`src/rtl/cache_cntrl_nway.sv`:
```
// cache_cntrl_nway
// N-way set-associative, write-back / write-allocate cache controller.
// It sits between the pipeline memory stage and the external tag/data way
// arrays, and drives a pipelined main memory (one read per cycle, data back
// MEM_LAT cycles later).
//
// Address split: addr = {tag[TAG_W], idx[IDX_W], offset[OFF_W]}, where
// offset = {word, 1'b0}.
//
// Ports
//   clk, rst           clock, asynchronous active-high reset
//   rd, wr             request strobes (sampled only while Stall=0)
//   addr, data_in      byte address and write data
//   DataOut            read data, valid while Done=1
//   Done               one-cycle completion pulse
//   Stall              controller busy, requests ignored
//   CacheHit           request completed as a hit
//   Err                illegal request (rd&wr or odd address), with Done
//   arr_*              drive/observe the external way arrays
//   mem_*              pipelined main memory interface
//   state_dbg          current FSM state (debug observation)
//
// Handshake: a request is accepted on the rising edge where Stall=0 and
// rd|wr=1. From then on Stall stays high until the cycle after Done, and
// rd/wr are ignored. Done is a single-cycle pulse; DataOut/CacheHit/Err are
// meaningful only in that cycle.
//
// Optional build macro CACHE_STATS_EN adds saturating hit_cnt / miss_cnt
// outputs counting COMP hits and misses.

module cache_cntrl_nway #(
  parameter int WAYS    = 2,
  parameter int TAG_W   = 5,
  parameter int IDX_W   = 8,
  parameter int WORDS   = 4,
  parameter int MEM_LAT = 2,
  localparam int OFF_W  = $clog2(WORDS) + 1,
  localparam int WAY_W  = $clog2(WAYS)
) (
  input  logic                  clk,
  input  logic                  rst,
  input  logic                  rd,
  input  logic                  wr,
  input  logic [15:0]           addr,
  input  logic [15:0]           data_in,
  output logic [15:0]           DataOut,
  output logic                  Done,
  output logic                  Stall,
  output logic                  CacheHit,
  output logic                  Err,
  output logic [WAYS-1:0]       arr_en,
  output logic [IDX_W-1:0]      arr_idx,
  output logic [OFF_W-1:0]      arr_offset,
  output logic                  arr_comp,
  output logic                  arr_write,
  output logic [TAG_W-1:0]      arr_tag_in,
  output logic [15:0]           arr_data_in,
  output logic                  arr_valid_in,
  input  logic [WAYS-1:0]       arr_hit,
  input  logic [WAYS-1:0]       arr_valid,
  input  logic [WAYS-1:0]       arr_dirty,
  input  logic [WAYS*TAG_W-1:0] arr_tag_out,
  input  logic [WAYS*16-1:0]    arr_data_out,
  output logic [15:0]           mem_addr,
  output logic [15:0]           mem_data_in,
  output logic                  mem_wr,
  output logic                  mem_rd,
  input  logic [15:0]           mem_data_out,
  output logic [2:0]            state_dbg
`ifdef CACHE_STATS_EN
  ,
  output logic [15:0]           hit_cnt,
  output logic [15:0]           miss_cnt
`endif
);

  localparam int WORD_W = $clog2(WORDS);
  localparam int CW     = $clog2(WORDS + MEM_LAT + 1);

  typedef enum logic [2:0] {IDLE, COMP, EVICT, FILL, FIN} state_t;

  state_t             state;
  logic               op_wr;
  logic               err_q;
  logic [TAG_W-1:0]   tag_q;
  logic [IDX_W-1:0]   idx_q;
  logic [OFF_W-1:0]   off_q;
  logic [15:0]        data_q;
  logic [WAY_W-1:0]   victim;
  logic [TAG_W-1:0]   victim_tag;
  logic [WAY_W-1:0]   rr_ptr;
  logic [CW-1:0]      cnt;
  logic [15:0]        data_reg;

  logic               hit_any;
  logic [15:0]        hit_data;
  logic [WAY_W-1:0]   vsel;
  logic [WAYS-1:0]    victim_oh;
  logic [15:0]        victim_data;
  logic [WORD_W-1:0]  evict_word;
  logic [WORD_W-1:0]  fill_word;
  logic               req_bad;

  assign hit_any     = |arr_hit;
  assign victim_oh   = WAYS'(1) << victim;
  assign victim_data = arr_data_out[int'(victim)*16 +: 16];
  assign evict_word  = cnt[WORD_W-1:0];
  // Word landing in the array this FILL cycle (memory answers MEM_LAT late).
  assign fill_word   = WORD_W'(cnt - CW'(MEM_LAT));
  assign req_bad     = (rd & wr) | addr[0];
  assign state_dbg   = state;

  // Hit data and victim choice. Descending loop so the lowest index wins;
  // with no invalid way the round-robin pointer stays as the victim.
  always_comb begin
    hit_data = '0;
    vsel     = rr_ptr;
    for (int w = WAYS - 1; w >= 0; w--) begin
      if (arr_hit[w])    hit_data = arr_data_out[w*16 +: 16];
      if (!arr_valid[w]) vsel     = WAY_W'(w);
    end
  end

  always_ff @(posedge clk or posedge rst) begin
    if (rst) begin
      state      <= IDLE;
      op_wr      <= 1'b0;
      err_q      <= 1'b0;
      tag_q      <= '0;
      idx_q      <= '0;
      off_q      <= '0;
      data_q     <= '0;
      victim     <= '0;
      victim_tag <= '0;
      rr_ptr     <= '0;
      cnt        <= '0;
      data_reg   <= '0;
    end else begin
      case (state)
        IDLE: begin
          if (rd | wr) begin
            tag_q  <= addr[15 -: TAG_W];
            idx_q  <= addr[OFF_W +: IDX_W];
            off_q  <= addr[OFF_W-1:0];
            data_q <= data_in;
            op_wr  <= wr & ~rd;
            err_q  <= req_bad;
            cnt    <= '0;
            state  <= req_bad ? FIN : COMP;
          end
        end
        COMP: begin
          cnt <= '0;
          if (hit_any) begin
            data_reg <= hit_data;
            state    <= IDLE;
          end else begin
            victim     <= vsel;
            victim_tag <= arr_tag_out[int'(vsel)*TAG_W +: TAG_W];
            if (&arr_valid) rr_ptr <= rr_ptr + WAY_W'(1);
            state <= (arr_valid[vsel] & arr_dirty[vsel]) ? EVICT : FILL;
          end
        end
        EVICT: begin
          if (cnt == CW'(WORDS - 1)) begin
            cnt   <= '0;
            state <= FILL;
          end else begin
            cnt <= cnt + CW'(1);
          end
        end
        FILL: begin
          if (cnt >= CW'(MEM_LAT) && !op_wr && fill_word == off_q[OFF_W-1:1])
            data_reg <= mem_data_out;
          if (cnt == CW'(WORDS + MEM_LAT - 1)) begin
            cnt   <= '0;
            state <= FIN;
          end else begin
            cnt <= cnt + CW'(1);
          end
        end
        FIN: begin
          err_q <= 1'b0;
          state <= IDLE;
        end
        default: state <= IDLE;
      endcase
    end
  end

  // Array and memory strobes decode straight from the registered state so
  // the external arrays answer within the same cycle.
  always_comb begin
    arr_en       = '0;
    arr_idx      = idx_q;
    arr_offset   = off_q;
    arr_comp     = 1'b0;
    arr_write    = 1'b0;
    arr_tag_in   = tag_q;
    arr_data_in  = data_q;
    arr_valid_in = 1'b0;
    mem_addr     = '0;
    mem_data_in  = '0;
    mem_wr       = 1'b0;
    mem_rd       = 1'b0;
    Done         = 1'b0;
    CacheHit     = 1'b0;
    Err          = 1'b0;
    Stall        = (state != IDLE);
    DataOut      = data_reg;
    case (state)
      COMP: begin
        arr_en       = '1;
        arr_comp     = 1'b1;
        arr_write    = op_wr;
        arr_valid_in = 1'b1;
        Done         = hit_any;
        CacheHit     = hit_any;
        DataOut      = hit_data;
      end
      EVICT: begin
        arr_en      = victim_oh;
        arr_offset  = {evict_word, 1'b0};
        mem_wr      = 1'b1;
        mem_addr    = {victim_tag, idx_q, evict_word, 1'b0};
        mem_data_in = victim_data;
      end
      FILL: begin
        if (cnt < CW'(WORDS)) begin
          mem_rd   = 1'b1;
          mem_addr = {tag_q, idx_q, cnt[WORD_W-1:0], 1'b0};
        end
        if (cnt >= CW'(MEM_LAT)) begin
          arr_en       = victim_oh;
          arr_offset   = {fill_word, 1'b0};
          arr_write    = 1'b1;
          arr_valid_in = 1'b1;
          arr_data_in  = mem_data_out;
        end
      end
      FIN: begin
        Done = 1'b1;
        Err  = err_q;
        // A write miss merges its data once the line is resident; this
        // compare-write also marks the line dirty.
        if (!err_q && op_wr) begin
          arr_en       = victim_oh;
          arr_comp     = 1'b1;
          arr_write    = 1'b1;
          arr_valid_in = 1'b1;
        end
      end
      default: ;
    endcase
  end

`ifdef CACHE_STATS_EN
  always_ff @(posedge clk or posedge rst) begin
    if (rst) begin
      hit_cnt  <= '0;
      miss_cnt <= '0;
    end else if (state == COMP) begin
      if (hit_any) begin
        if (hit_cnt != 16'hFFFF) hit_cnt <= hit_cnt + 16'd1;
      end else begin
        if (miss_cnt != 16'hFFFF) miss_cnt <= miss_cnt + 16'd1;
      end
    end
  end
`endif

endmodule

```
`config.mk`:
```
export PLATFORM = sky130hd
export DESIGN_NAME = cache_cntrl_nway
export DESIGN_NICKNAME = d
export VERILOG_FILES = /design/src/rtl/cache_cntrl_nway.sv
export SDC_FILE = /design/constraint.sdc
export NUM_CORES = 1
export LEC_CHECK = 0
export CAP_MARGIN = 20
export CORE_AREA = 2 2 106 108
export CTS_CLUSTER_SIZE = 14
export DETAILED_ROUTE_END_ITERATION = 8
export DIE_AREA = 0 0 108 110
export PLACE_DENSITY_LB_ADDON = 0.12
export SLEW_MARGIN = 20
export SYNTH_ARGS = -nofsm -noshare
export SYNTH_HDL_FRONTEND = slang
export SYNTH_SLANG_ARGS = --single-unit
```
`constraint.sdc`:
```
create_clock -name clk -period 1.9 [get_ports clk]
set_clock_uncertainty 0.05 [all_clocks]
set_input_delay 0.38 -clock clk [delete_from_list [all_inputs] [get_ports clk]]
set_output_delay 0.38 -clock clk [all_outputs]
set_load 0.03 [all_outputs]
```
After elaboration in Yosys (flattened, before gate mapping)
Cells that the tools add are included.
{"block": "totals", "out_inout_bits": 94, "register_bits": 63, "inputBits": 100}
{"block": "op_classes", "addsub": 3, "reduce_logical": 18, "multipliers": 1, "n_shift": 3, "n_lt_le_gt_ge": 3, "eq_ne": 12, "bitwise": 7, "mux": 46}
{"cell": "2-to-1 mux 16 bit", "count": 9}
{"cell": "one-hot mux 16 bit (2 select lines)", "count": 2}
{"cell": "variable part select 32 x 6 -> 16 bit", "count": 1}
{"cell": "2-to-1 mux 3 bit", "count": 8}
{"cell": "one-hot mux 3 bit (4 select lines)", "count": 2}
{"cell": "2-to-1 mux 1 bit", "count": 15}
{"cell": "!= test 2 bit (second input constant)", "count": 5}
{"cell": "variable part select 10 x 5 -> 5 bit", "count": 1}
{"cell": "== test 3 x 2 -> 1 bit (second input constant)", "count": 3}
{"cell": "one-hot mux 2 bit (4 select lines)", "count": 1}
{"cell": "AND reduction 2 bit", "count": 4}
{"cell": "== test 3 bit (second input constant)", "count": 2}
{"cell": "2-to-1 mux 2 bit", "count": 3}
{"cell": "one-hot mux 1 bit (2 select lines)", "count": 3}
{"cell": "one-hot mux 1 bit (3 select lines)", "count": 2}
{"cell": "one-hot mux 3 bit (2 select lines)", "count": 1}
{"cell": "AND reduction 3 bit", "count": 2}
{"cell": "multiplier 1 x 3 -> 4 bit (second input constant)", "count": 1}
{"cell": "AND reduction 4 bit", "count": 1}
{"cell": "nonzero test 2 bit", "count": 2}
{"cell": "nonzero test 4 bit", "count": 1}
{"cell": "adder 3 x 1 -> 3 bit (second input constant)", "count": 1}
{"cell": "AND 1 bit", "count": 3}
{"cell": "== test 3 x 1 -> 1 bit (second input constant)", "count": 1}
{"cell": "14 further kinds", "count": 19}

Logic depth before layout (Yosys ltp)
Gate-level depths: netlist (run 1).
{"block": "logic_depth", "ltp_word": 8, "ltp_mapped": 7}

Worst setup path before layout (run 1)
No wires, ideal clock.
{"block": "synth_timing", "path_type": "reg2out", "from": "register state[1], in the netlist state_dbg[1]", "to": "output mem_addr[10]", "arrival_ns": 2.280, "path_buffers": 2, "setup_slack_ns": -0.810, "path_stages_with_launch": 7, "required_ns": 1.470, "cell_sequence": "dfrtp_1 -> buf_4 -> nor2b_1 -> and3_1 -> clkbuf_1 -> nor2_1 -> nor2b_1"}
{"block": "synth_between", "elab_chain_len": 2, "word_cells_on_any_way": 3, "classes_between": "eq/ne: 2; mux: 1"}
{"item": "from (decl)", "line_no": "82", "rtl": "state_t state;"}
{"item": "from (signal assigned)", "line_no": "149", "rtl": "state <= req_bad ? FIN : COMP;"}
{"item": "from (signal assigned)", "line_no": "161", "rtl": "state <= (arr_valid[vsel] & arr_dirty[vsel]) ? EVICT : FILL;"}
{"item": "== test 3 x 2 -> 1 bit", "line_no": "211", "rtl": "case (state)"}
{"item": "one-hot mux 16 bit (2 select lines) *", "line_no": "211"}
{"item": "to (decl)", "line_no": "64", "rtl": "output logic [15:0] mem_addr,"}
Every way passes the cells marked *; elsewhere a longest branch is shown, timed or not.

Worst setup path after layout (run 1)
{"block": "layout_timing", "from": "register state[2], in the netlist state_dbg[2]", "to": "output Done"}
{"block": "layout_between", "elab_chain_len": 2, "word_cells_on_any_way": 3, "classes_between": "eq/ne: 2; mux: 1"}
{"item": "== test 3 bit or == test 3 x 1 -> 1 bit (tied branches)", "line_no": "211"}
{"item": "one-hot mux 1 bit (2 select lines) *", "line_no": "211"}
{"item": "to (decl)", "line_no": "47", "rtl": "output logic Done,"}
Marks and branches as above.

==> results of run 1 <==
==> power by group through the flow <==
stage / clock, mW / combinational (mW) / sequential (mW)
global route: 1.24 / 12.6 / 2.62
detailed placement: 0 / 9.46 / 2.46
global placement: 0 / 9.35 / 2.43
finish: 1.15 / 12.0 / 2.53
floorplan: 0 / 5.81 / 2.73
CTS: 1.18 / 11.5 / 2.47
==> worst reg2reg max path, delay by kind of cell, from the launching register on <==
kind            cells  cell delay (ns)
simple gates        2             0.55
buf+inv             5             0.69
compound gates      1             0.04
flops               1             0.42
mux                 1             0.33
==> final cells by class <==
class,instances,area [um2]
Clock inverter,2,12.5
Timing Repair Buffer,286,3070
Sequential cell,63,1580
Fill cell,778,2820
Tap cell,140,175
Clock buffer,14,183
Multi-Input combinational cell,289,2820
Inverter,10,46.3
==> cells in the final DEF, fill, tap and decap left out, drive strengths merged, types with 4 or more instances in the layout <==
cell,synthesis,routed
nand3,4,4
dfrtp,63,63
buf,11,168
clkdlybuf4s50,0,110
nand2b,5,5
nand2,33,33
mux2,67,67
mux2i,24,24
a22o,8,8
a22oi,12,12
clkbuf,13,17
nor2b,13,13
o21ai,28,28
a21oi,22,22
ha,5,5
nor2,40,40
inv,9,8
==> cells by family after synthesis <==
logic type / Yosys count / share of synthesized area, %
muxes: 91 / 26.6
buffers and inverters: 34 / 3.99
AOI/OAI and AO/OA: 83 / 13.5
other: 1 / 0.0972
xor gates and xnor gates: 3 / 0.681
and+or+nand+nor: 106 / 12.7
adders and majority gates: 5 / 1.62
DFF: 63 / 40.9
==> path summary, 6_finish.rpt <==
| kind | to | slack (ns) | cells after the start |
|---|---|---|---|
| setup / recovery | Done | -0.47 | 7 |
| hold / removal | off_q[0] | 0.42 | 3 |
| setup reg to reg | data_reg[15] | -0.31 | 9 |
| hold reg to reg | victim_tag[2] | 0.46 | 2 |
| max in group asynchronous | state_dbg[2] | 1.05 | 3 |
| min in group clk | victim_tag[2] | 0.46 | 2 |
==> through the flow <==
stage | worst slack (ns) | utilization [%]
floorplan | -0.232 | -
global placement | -0.387 | 61.0
detailed placement | -0.399 | 61.0
CTS | -0.496 | 70.1
global route | -0.515 | 73.7
finish | -0.468 | 73.7
==> per-layer routing <==
metal	vias up	GRT usage, %
li1	1921	-
met1	1962	27.8
met2	151	41.6
met3	14	5.17
met4	0	8.24
met5	-	0
==> timing repair <==
action	in CTS	in global routing
buffers inserted	22	15
endpoints found under the setup margin	105	135
cloned	3	4
resized for setup	205	80
pin swaps	16	33
==> metrics.txt, run 1 <==
kind of critical path flop to primary output; CP Launch Type flop; Worst Path Max Fanout 4; Int Power roughly 8.7 mW; Routed Antenna Nets 0; initial DRC count roughly 160; ant diodes 0; Synth Flop Type dfrtp_1; Syn Inst Count 386; H-tree depth 3; starting density of the core about 36%; layout cells sized above 1 51.4%; Seq/Total Area, Yosys 40.9%; wire per inst 18.3 um; share of power burned in registers 16.1%; clock buffer depth 2; All-Layer GR Usage 23.3%; outcome complete, but fails checks; wire length on met2 7.51 mm; register bit total from synthesis 63; FFs w/ async S/R, synth 100%; grt ovf 0; Net Sw Frac 44.8%; Num CTS Buffers 9; crit path setup slack, layout -0.468 ns; crit-path max cell delay about 0.44 ns; largest net degree at the start of global routing 64; CP required 1.47 ns; Avg Cell Area, Syn 10.0 um2; first-pass GRT wire length approximately 21 mm; DP Area 6530 um2; warnings from Yosys 0; Final Net Count 764; Yosys top cell area share 40.9%; DRC Markers 0; drt pass-1 iters 4; endpoint type of the worst setup path primary output; CP delay by family, top simple AND/OR/NAND/NOR gates; CP max stage cell or3b_4; Hold Vio Cnt, Final 0; crit-path cells buf_6 -> buf_8 -> or3b_4 -> buf_6 -> nor2_4 -> a21o_1 -> buf_6; wire length on met3 ~970 um; Synth cell types 42; final instance area 7880 um2; clock period minus final worst setup slack 2.37 ns; Die Ht 110 um; Clock Tree Root clkbuf_8; Finished Layout Cells roughly 800; total power 15.7 mW; Peak Freq approximately 420 MHz; Post-synth EDFFs 0; NetSw 7.02 mW; failing checks setup timing; Total Wirelength 14.7 mm; max-slew violations 0; vias in the first global route 4263; final setup vio count 114; CTS clk-pin slew, worst paths 0.07 ns; crit path launch state_dbg[2]; IO Port Bufs 192; list of most frequent post-synthesis cells dfrtp_1, mux2_2, nor2_1; maximum vdd drop 1.61 mV; final hold slack 0.418 ns; cell accounting for the most synthesized area dfrtp_1; Via density between 5 and 6; Crit path buffers/inverters 4; Comb pwr share 76.5%; Cells after DPL around 750; site row count 38; CP arrival about 1.9 ns; Tcrit/Tclk final 125%; Post-CTS Hold Buffers 0; M1 wire length 6.04 mm; chip width between 100 and 150 um; Pleak 3.56 nW; clock power share 7.4%; vias 4048; Top Layer Used met4; RSZ-0062 raised after global routing yes; most frequent CP cell buf_6; Hold Crit Class primary input to async pin; initial antenna violation count 0; CTS tree done; Max Cap Viol 0; Clock Sinks 63; synth-to-layout area growth 104%; pwr dens 1990 nW/um2; GP Congestion 0.889; top-count cell post-synth dfrtp_1; Core Area 10700 um2; detailed placement HPWL slightly above 9 mm; Synth Net Count just under 500; RR Startpoint state_dbg[2]; DIE AREA 11900 um2; Worst-Skew Late Latency between 0.3 and 0.4 ns; largest cells by area after synthesis dfrtp_1, mux2_2, mux2i_1; Final TNS setup -32.39 ns; # IOs 194; Netlist Area Pre-Place 3860 um2
Power figures use the tool's default switching activity.
==> run 2, diff against run 1 <==
==> constraint.sdc (replaced) <==
create_clock -name clk -period 1.9 [get_ports clk]
set_clock_uncertainty 0.05 [all_clocks]
set_input_delay 0.38 -clock clk [delete_from_list [all_inputs] [get_ports clk]]
set_output_delay 0.38 -clock clk [all_outputs]
set_load 0.05 [all_outputs]
==> metrics.txt, run 2 (synthesis gave the netlist of run 1 again) <==
crit path setup slack, layout -0.403 ns; Hold Vio Cnt, Final 0; Max Cap Viol 0; initial antenna violation count 0; highest-count cells in the layout ignoring fill and taps clkdlybuf4s50_1, buf_12, dfrtp_1; commonest non-fill, non-tap cell in the layout clkdlybuf4s50_1; largest net degree at the start of global routing 33; Num CTS Buffers 9; DRC Markers 0; vias in the first global route around 4300; initial DRC count 116; final setup vio count 101; layout cells sized above 1 a little over half; kind of critical path flop to primary output; r2r endpoint data_q[8]; R2R depth 7; Peak Freq 434 MHz; outcome complete, but fails checks; clock buffer depth 2; Via density 5.07; max-slew violations 0; Worst Path Max Fanout 18; clock period minus final worst setup slack approximately 2.3 ns; IO Port Bufs 192; site row count 38; Hold Crit Class primary input to async pin; Core Area 10700 um2; crit-path cells nand3b_1 -> a21oi_4 -> buf_12 -> mux2_4 -> buf_12; failing checks setup timing; R2R setup slack -0.06 ns; CP max stage cell dfrtp_2; Worst-Skew Late Latency 0.35 ns; GP Congestion 0.842; RR Startpoint state_dbg[1]; most frequent CP cell buf_12; wire per inst 18.3 um; ant diodes 0; first-pass GRT wire length 21.5 mm; All-Layer GR Usage 23.1%; # IOs 194; CTS clk-pin slew, worst paths 0.08 ns; RSZ-0062 raised after global routing yes; CP arrival 1.87 ns; drt pass-1 iters 5; Routed Antenna Nets 0; starting density of the core 36.1%; DP Area 7390 um2; vias 3988; CP Launch Type flop; Clock Tree Root clkbuf_8; fillers 664; final instance area 8300 um2; Clock Sinks 63; Tcrit/Tclk final 121%; chip width 108 um; grt ovf 0; Final Net Count 747; Total Wirelength 14.4 mm; Die Ht 110 um; H-tree depth 3; endpoint type of the worst setup path primary output; pre-CTS setup slack -0.364 ns; CP required 1.47 ns; synth-to-layout area growth 115%; CTS tree done; detailed placement HPWL 9.99 mm; DIE AREA 11900 um2; Post-CTS Hold Buffers 0; crit-path max cell delay approximately 0.44 ns
==> run 2: cell count changes in the layout (fill, tap and decap cells not counted), moves of 6 or more <==
cell,delta
o21ai_4,+7
o21ai_1,-8
mux2_4,-8
buf_6,-52
buf_12,+59
clkdlybuf4s50_1,-11
o21ai_0,+6
buf_4,-8
mux2_2,+8
nand2_1,+8
==> run 2: timing repair <==
item                       CTS  global route
cloned                       1             3
resized for setup           70            60
setup endpoints to repair   93           125
buffers inserted             8            13
pin swaps                    8            14
==> run 2: per-layer routing <==
layer	part of all wire [%]	vias up	global-route usage [%]
met5	0	-	0
met4	2.1	0	7.60
met3	6.9	22	5.58
met2	51	159	41.5
met1	40	1924	27.1
li1	-	1883	-
==> run 2: through the flow <==
step                setup TNS, ns  utilization (%)  hold slack (ns)  std cells
CTS                        -26.49             74.1            0.352        774
detailed placement         -12.31             69.1            0.429        749
global placement           -10.61             69.1            0.412        749
floorplan                  -16.62                -            0.400        386
global route               -29.37             77.6            0.365        787
finish                     -24.53             77.6            0.354        787
==> run 2: cell type report <==
type / count / area, um2 / area share, %
timing repair buffer: 269 / 3430 / 41.3
multi-input combinational: 289 / 2900 / 34.9
sequential: 63 / 1580 / 19.0
tap: 140 / 175 / 2.11
clock buffer: 10 / 128 / 1.54
inverter: 10 / 53.8 / 0.648
clock inverter: 6 / 37.5 / 0.452
==> run 2: worst max-delay path by stage <==
stage	end	from	depth (start not counted)	slack, ns
after floorplan	arr_data_in[10]	state_dbg[1]	5	-0.34
after global placement	DataOut[4]	arr_hit[1]	7	-0.34
after detailed placement	data_reg[8]	arr_hit[0]	7	-0.36
after CTS	arr_data_in[1]	state_dbg[2]	5	-0.44
after global routing	arr_data_in[11]	state_dbg[2]	5	-0.46
final	arr_data_in[11]	state_dbg[2]	5	-0.40
==> run 2: worst max-delay path: cells and delay by family, from the launching register on <==
kind,cells,cell delay [ns]
simple gates,1,0.22
compound gates,1,0.16
flops,1,0.44
buf+inv,2,0.35
mux,1,0.34
Power of run 2 is left out: the tool's default activity adds up to more than one toggle a clock period on the data nets, which glitch-free logic cannot reach.
